--- config.mk ---
export PLATFORM = sky130hd
export DESIGN_NAME = reaction_counter
export DESIGN_NICKNAME = d
export VERILOG_FILES = /design/src/rtl/reaction_counter_pkg.sv /design/src/rtl/reaction_counter_bcd_counter4.sv /design/src/rtl/reaction_counter.sv
export SDC_FILE = /design/constraint.sdc
export NUM_CORES = 1
export LEC_CHECK = 0
export CAP_MARGIN = 20
export CORE_AREA = 2 2 63 109
export CTS_CLUSTER_DIAMETER = 150
export DETAILED_ROUTE_END_ITERATION = 8
export DIE_AREA = 0 0 65 111
export PLACE_DENSITY = 0.74
export SLEW_MARGIN = 20
export SYNTH_ARGS = -nofsm -noshare
export SYNTH_HDL_FRONTEND = slang
export SYNTH_SLANG_ARGS = --single-unit
--- constraint.sdc ---
create_clock -name clk -period 2.3 [get_ports clk]
set_clock_uncertainty 0.15 [all_clocks]
set_input_delay 0.345 -clock clk [delete_from_list [all_inputs] [get_ports clk]]
set_output_delay 0.345 -clock clk [all_outputs]
set_load 0.02 [all_outputs]
--- src/rtl/reaction_counter_pkg.sv ---
// Shared definitions for the reaction timer core: state codes, LFSR seed and feedback taps.
package reaction_counter_pkg;

   typedef enum logic [1:0] {
      ST_DONE   = 2'b00,
      ST_IDLE   = 2'b01,
      ST_WAIT   = 2'b10,
      ST_TIMING = 2'b11
   } state_e;

   localparam logic [15:0] LFSR_SEED = 16'hACE1;
   // Taps 16,14,13,11 expressed as bit positions 15,13,12,10
   localparam logic [15:0] LFSR_TAPS = 16'hB400;

   function automatic logic [15:0] lfsr_next(input logic [15:0] s);
      return {s[14:0], ^(s & LFSR_TAPS)};
   endfunction

endpackage

--- src/rtl/reaction_counter_bcd_counter4.sv ---
// Four-digit BCD up-counter with synchronous clear; saturates at 9999 and flags it.
module bcd_counter4 (
   input  logic        clk,
   input  logic        resetn,
   input  logic        clr_i,
   input  logic        inc_i,
   output logic [15:0] bcd_o,
   output logic        at_max_o
);

   logic [15:0] bcd_q, bcd_d;
   logic        carry;

   assign at_max_o = (bcd_q == 16'h9999);
   assign bcd_o    = bcd_q;

   always_comb begin
      bcd_d = bcd_q;
      carry = inc_i & ~at_max_o;
      if (clr_i) begin
         bcd_d = '0;
      end else begin
         for (int i = 0; i < 4; i++) begin
            if (carry) begin
               if (bcd_q[4*i +: 4] == 4'd9) begin
                  bcd_d[4*i +: 4] = 4'd0;
               end else begin
                  bcd_d[4*i +: 4] = bcd_q[4*i +: 4] + 4'd1;
                  carry           = 1'b0;
               end
            end
         end
      end
   end

   always_ff @(posedge clk) begin
      if (!resetn) bcd_q <= '0;
      else         bcd_q <= bcd_d;
   end

endmodule

--- src/rtl/reaction_counter.sv ---
// Reaction timer game core: random pre-GO delay, then millisecond BCD timing until react.
module reaction_counter
   import reaction_counter_pkg::*;
#(
   parameter int unsigned CLK_HZ       = 50_000_000,
   parameter int unsigned MIN_DELAY_MS = 1000,
   parameter int unsigned RAND_BITS    = 11
) (
   input  logic       clk,
   input  logic       resetn,
   input  logic       start,
   input  logic       react,
   output logic [3:0] BCD0,
   output logic [3:0] BCD1,
   output logic [3:0] BCD2,
   output logic [3:0] BCD3,
   output logic [1:0] en,
   output logic       go_led,
   output logic       false_start,
   output logic       timeout
);

   localparam int unsigned TICK_DIV = CLK_HZ / 1000;
   localparam int unsigned PW       = (TICK_DIV > 1) ? $clog2(TICK_DIV) : 1;
   localparam logic [PW-1:0] TICK_LAST = PW'(TICK_DIV - 1);

   if (MIN_DELAY_MS + (2 ** RAND_BITS) - 1 > 65535) begin : g_bad_delay
      $error("reaction_counter: delay range does not fit 16 bits");
   end

   state_e        state_q, state_d;
   logic          start_q, react_q;
   logic [15:0]   lfsr_q;
   logic [PW-1:0] presc_q, presc_d;
   logic [15:0]   delay_q, delay_d;
   logic          go_led_q, false_start_q, false_start_d, timeout_q, timeout_d;
   logic          start_edge, react_edge, tick, presc_clr;
   logic          bcd_clr, bcd_inc, at_max;
   logic [15:0]   bcd;

   assign start_edge = start & ~start_q;
   assign react_edge = react & ~react_q;
   assign tick       = (presc_q == TICK_LAST);

   // State register
   always_ff @(posedge clk) begin
      if (!resetn) state_q <= ST_IDLE;
      else         state_q <= state_d;
   end

   // Next-state logic; a react edge takes priority over any simultaneous tick
   always_comb begin
      state_d = state_q;
      unique case (state_q)
         ST_IDLE, ST_DONE: if (start_edge) state_d = ST_WAIT;
         ST_WAIT: begin
            if (react_edge)                     state_d = ST_IDLE;
            else if (tick && delay_q <= 16'd1)  state_d = ST_TIMING;
         end
         ST_TIMING: begin
            if (react_edge)            state_d = ST_DONE;
            else if (tick && at_max)   state_d = ST_DONE;
         end
         default: state_d = ST_IDLE;
      endcase
   end

   // Output / datapath control
   always_comb begin
      delay_d       = delay_q;
      presc_clr     = 1'b0;
      bcd_clr       = 1'b0;
      bcd_inc       = 1'b0;
      false_start_d = false_start_q;
      timeout_d     = timeout_q;
      unique case (state_q)
         ST_IDLE, ST_DONE: begin
            if (start_edge) begin
               bcd_clr       = 1'b1;
               presc_clr     = 1'b1;
               false_start_d = 1'b0;
               timeout_d     = 1'b0;
               delay_d       = 16'(MIN_DELAY_MS) + 16'(lfsr_q[RAND_BITS-1:0]);
            end
         end
         ST_WAIT: begin
            if (react_edge) begin
               false_start_d = 1'b1;
            end else if (tick) begin
               delay_d = delay_q - 16'd1;
               if (delay_q <= 16'd1) presc_clr = 1'b1;
            end
         end
         ST_TIMING: begin
            if (!react_edge && tick) begin
               if (at_max) timeout_d = 1'b1;
               else        bcd_inc   = 1'b1;
            end
         end
         default: ;
      endcase
   end

   always_comb begin
      if (presc_clr || tick) presc_d = '0;
      else                   presc_d = presc_q + 1'b1;
   end

   always_ff @(posedge clk) begin
      if (!resetn) begin
         start_q       <= 1'b0;
         react_q       <= 1'b0;
         lfsr_q        <= LFSR_SEED;
         presc_q       <= '0;
         delay_q       <= '0;
         go_led_q      <= 1'b0;
         false_start_q <= 1'b0;
         timeout_q     <= 1'b0;
      end else begin
         start_q       <= start;
         react_q       <= react;
         lfsr_q        <= lfsr_next(lfsr_q);
         presc_q       <= presc_d;
         delay_q       <= delay_d;
         go_led_q      <= (state_d == ST_TIMING);
         false_start_q <= false_start_d;
         timeout_q     <= timeout_d;
      end
   end

   bcd_counter4 u_bcd (
      .clk      (clk),
      .resetn   (resetn),
      .clr_i    (bcd_clr),
      .inc_i    (bcd_inc),
      .bcd_o    (bcd),
      .at_max_o (at_max)
   );

   assign en          = state_q;
   assign go_led      = go_led_q;
   assign false_start = false_start_q;
   assign timeout     = timeout_q;
   assign BCD0        = bcd[3:0];
   assign BCD1        = bcd[7:4];
   assign BCD2        = bcd[11:8];
   assign BCD3        = bcd[15:12];

endmodule

==> results.cfg <==
[layout]
post-route-util = 0.640
antenna_cells = 0
nNetsFinal = 435
drive_above_1_share = 0.0951
areaGrowthSynthToFinish_pct = 20.5

[pwr]
switching_share = 0.243
leakagePower_nw = 1.46
comb_power_share = 0.108
p_switching_w = 0.000716
pwr-share-clk = 0.441
intPower_w = 0.00223
vdd_drop_max_mv = 0.486
power_density_nw_per_um2 = 721
seq_power_share = 0.451

[die]
die_h_microns = 111
start_util = 0.531
dieArea_sq_um = 7220
placementRows = 39
die_w_microns = 65
core_sq_um = 6390
boundaryPins = 25

[logic_synthesis]
synth_area_leaders = dfxtp_1 (42%), nor2_1 (5.2%), a21oi_1 (4.1%), nand2_1 (3.4%), xnor2_1 (3.4%)
netlist.area_leader.share = 0.419
synthArstFlopShare = 0
synth_fp_nets = 397
syn_area_sq_um = 3390
synth_cells = 389
ys_types = 56
synthFlopType = dfxtp_1
yosysTopAreaCell = dfxtp_1
synth_edf_count = 0
ys_seq_elements = 71
yosysSeqAreaShare = 0.419
synth_area_per_cell_sq_um = 8.72
synthMostInstantiatedCell = dfxtp_1
yosys-top-cells-count = dfxtp_1 (71), nor2_1 (47), nand2_1 (31), a21oi_1 (28), xnor2_1 (13)
ys_warn_count = 0

[place]
gp_congestion = 0.822
portBuffers = 24
dp_hpwl_microns = 5710
post-place-ws_ns = -0.0522

[routing]
wl_microns = 7780
drc = 0
antenna_left = 0
first_pass_iters = 4
wire_per_inst_microns = 15.2
num_vias = 2990
first_iter_violations = 148
viasPerCell = 5.83

[global_route]
grt_use_met1 = 0.237
grt-busiest-layer = met2
grtUsageTotal = 0.232
use_met3 = 0.0629
grt-ovfl-total = 0
grt_pass1_vias = 2798
grt_max_degree = 25
grt_pass1_wl_microns = 12900
grt_use_met2 = 0.424
antenna_found_initial = 0

[timing]
fin_ws_ns = 0.104
setup_violations = 0
relSlewSlack = 0.690
rsz0062_at_grt = no
hold_viol_final = 0
finalMaxSlewViolations = 0
worst_pin_slew_ns = 0.463
fmax_mhz = 455
tns_ns = 0
period_minus_slack_ns = 2.20
min_period_over_period = 0.955

[worst_setup_path]
critPathKind = reg2reg
crit_required_ns = 2.41
cp_slowest_cell = or4_1
path_cells = ha_1, and3_4, and4_4, a31oi_2, buf_12, or4_1, a21oi_1
rr_worst_depth = 7
r2r_slack_ns = 0.10
cpPeakStageDelay_ns = 0.47
r2r_end = delay_q[15]$_SDFFE_PN0P_
end_kind = register
crit_fanout = 24
worstReg2RegStart = presc_q[0]$_SDFF_PP0_
cp-start-kind = register
worstPathArrival_ns = 2.31

[clocking]
clk_pin_slew_ns = 0.05
clk_path_buf_depth = 2
post_cts_buffers = 0
post_cts_resized = 0
clock_latency_ns = 0.33
cts_tree = done
clkSinkCount = 71
cts-root-buf = clkbuf_16
htree_levels = 3
cts_buffers = 9
cts_hold_buf = 0

[status]
status = completed

[hold_path]
holdCritStartpoint = lfsr_q[14]$_SDFF_PN0_
min_to = lfsr_q[15]$_SDFF_PN1_
hold_path_depth = 1
hold_path_class = reg2reg

[run]
maxCapViolCount = 0
layout make-up:
cell class | instances | area (sq um)
Fill cell | 558 | 2300
Multi-Input combinational cell | 298 | 1880
Sequential cell | 71 | 1420
Timing Repair Buffer | 41 | 380
Clock buffer | 15 | 278
Tap cell | 82 | 103
Inverter | 6 | 22.5
worst max-delay path: cells and delay by family, from the launching register on:
kind                       cells  cell delay, ns
adders and majority gates      1            0.22
DFF                            1            0.35
buffers and inverters          1            0.18
AOI/OAI and AO/OA              2            0.28
and+or+nand+nor                3            0.94
cells by family after synthesis:
family	Yosys count	synth area share
buffers and inverters	20	0.0288
muxes	6	0.0177
AOI/OAI and AO/OA	74	0.138
DFF	71	0.419
xor gates and xnor gates	25	0.0646
adders and majority gates	4	0.0148
and+or+nand+nor	189	0.318
state kept, by name, summed over array words and instances (netlist names):
name         count
start_q          1
en               2
go_led           1
react_q          1
timeout          1
lfsr_q          16
u_bcd.bcd_o     16
presc_q         16
delay_q         16
false_start      1
power by group through the flow:
| stage | clock network, W | registers [W] | logic (W) |
|---|---|---|---|
| finish | 0.00130 | 0.00133 | 0.000320 |
| global route | 0.00138 | 0.00133 | 0.000355 |
| CTS | 0.00132 | 0.00133 | 0.000320 |
| detailed placement | 0 | 0.00135 | 0.000318 |
| global placement | 0 | 0.00135 | 0.000312 |
| floorplan | 0 | 0.00135 | 0.000222 |
per-layer routing:
layer	share of wire	wire [microns]
met5	0	0
met4	0.024	186
met3	0.029	225
met2	0.56	4320
met1	0.39	3040
layout by cell type, fill, tap and decap left out, types with 9 or more instances in the layout:
cell and instances:
a21oi_1 28, clkdlybuf4s50_1 24, buf_4 16, nand2_1 31
nand3_1 9, xor2_1 12, nand2b_1 11, and2_1 11
clkbuf_16 9, xnor2_1 13, nor2_1 47, dfxtp_1 71
nand4_1 11
per-stage QoR:
stage               total power [W]  hold slack, ns  instance area [sq um]  instances
floorplan                   0.00157           0.236                   3390        389
global placement            0.00166           0.246                   3800        498
detailed placement          0.00167           0.248                   3800        498
CTS                         0.00297           0.262                   4080        513
global route                0.00307           0.283                   4090        513
finish                      0.00295           0.261                   4090        513
how the worst max path moves through the flow:
stage,end,slack [ns],start,depth (start not counted)
6_report,delay_q[15]$_SDFFE_PN0P_,0.10,presc_q[0]$_SDFF_PP0_,7
5_1_grt,delay_q[15]$_SDFFE_PN0P_,0.008,presc_q[8]$_SDFF_PP0_,6
4_1_cts,delay_q[13]$_SDFFE_PN0P_,0.08,presc_q[0]$_SDFF_PP0_,7
3_3_place_gp,presc_q[3]$_SDFF_PP0_,0.04,start,7
3_5_place_dp,presc_q[12]$_SDFF_PP0_,-0.05,start,7
2_1_floorplan,u_bcd.bcd_o[14]$_SDFFE_PP0P_,0.21,u_bcd.bcd_o[3]$_SDFFE_PP0N_,5
(Power assumes the default switching activity.)
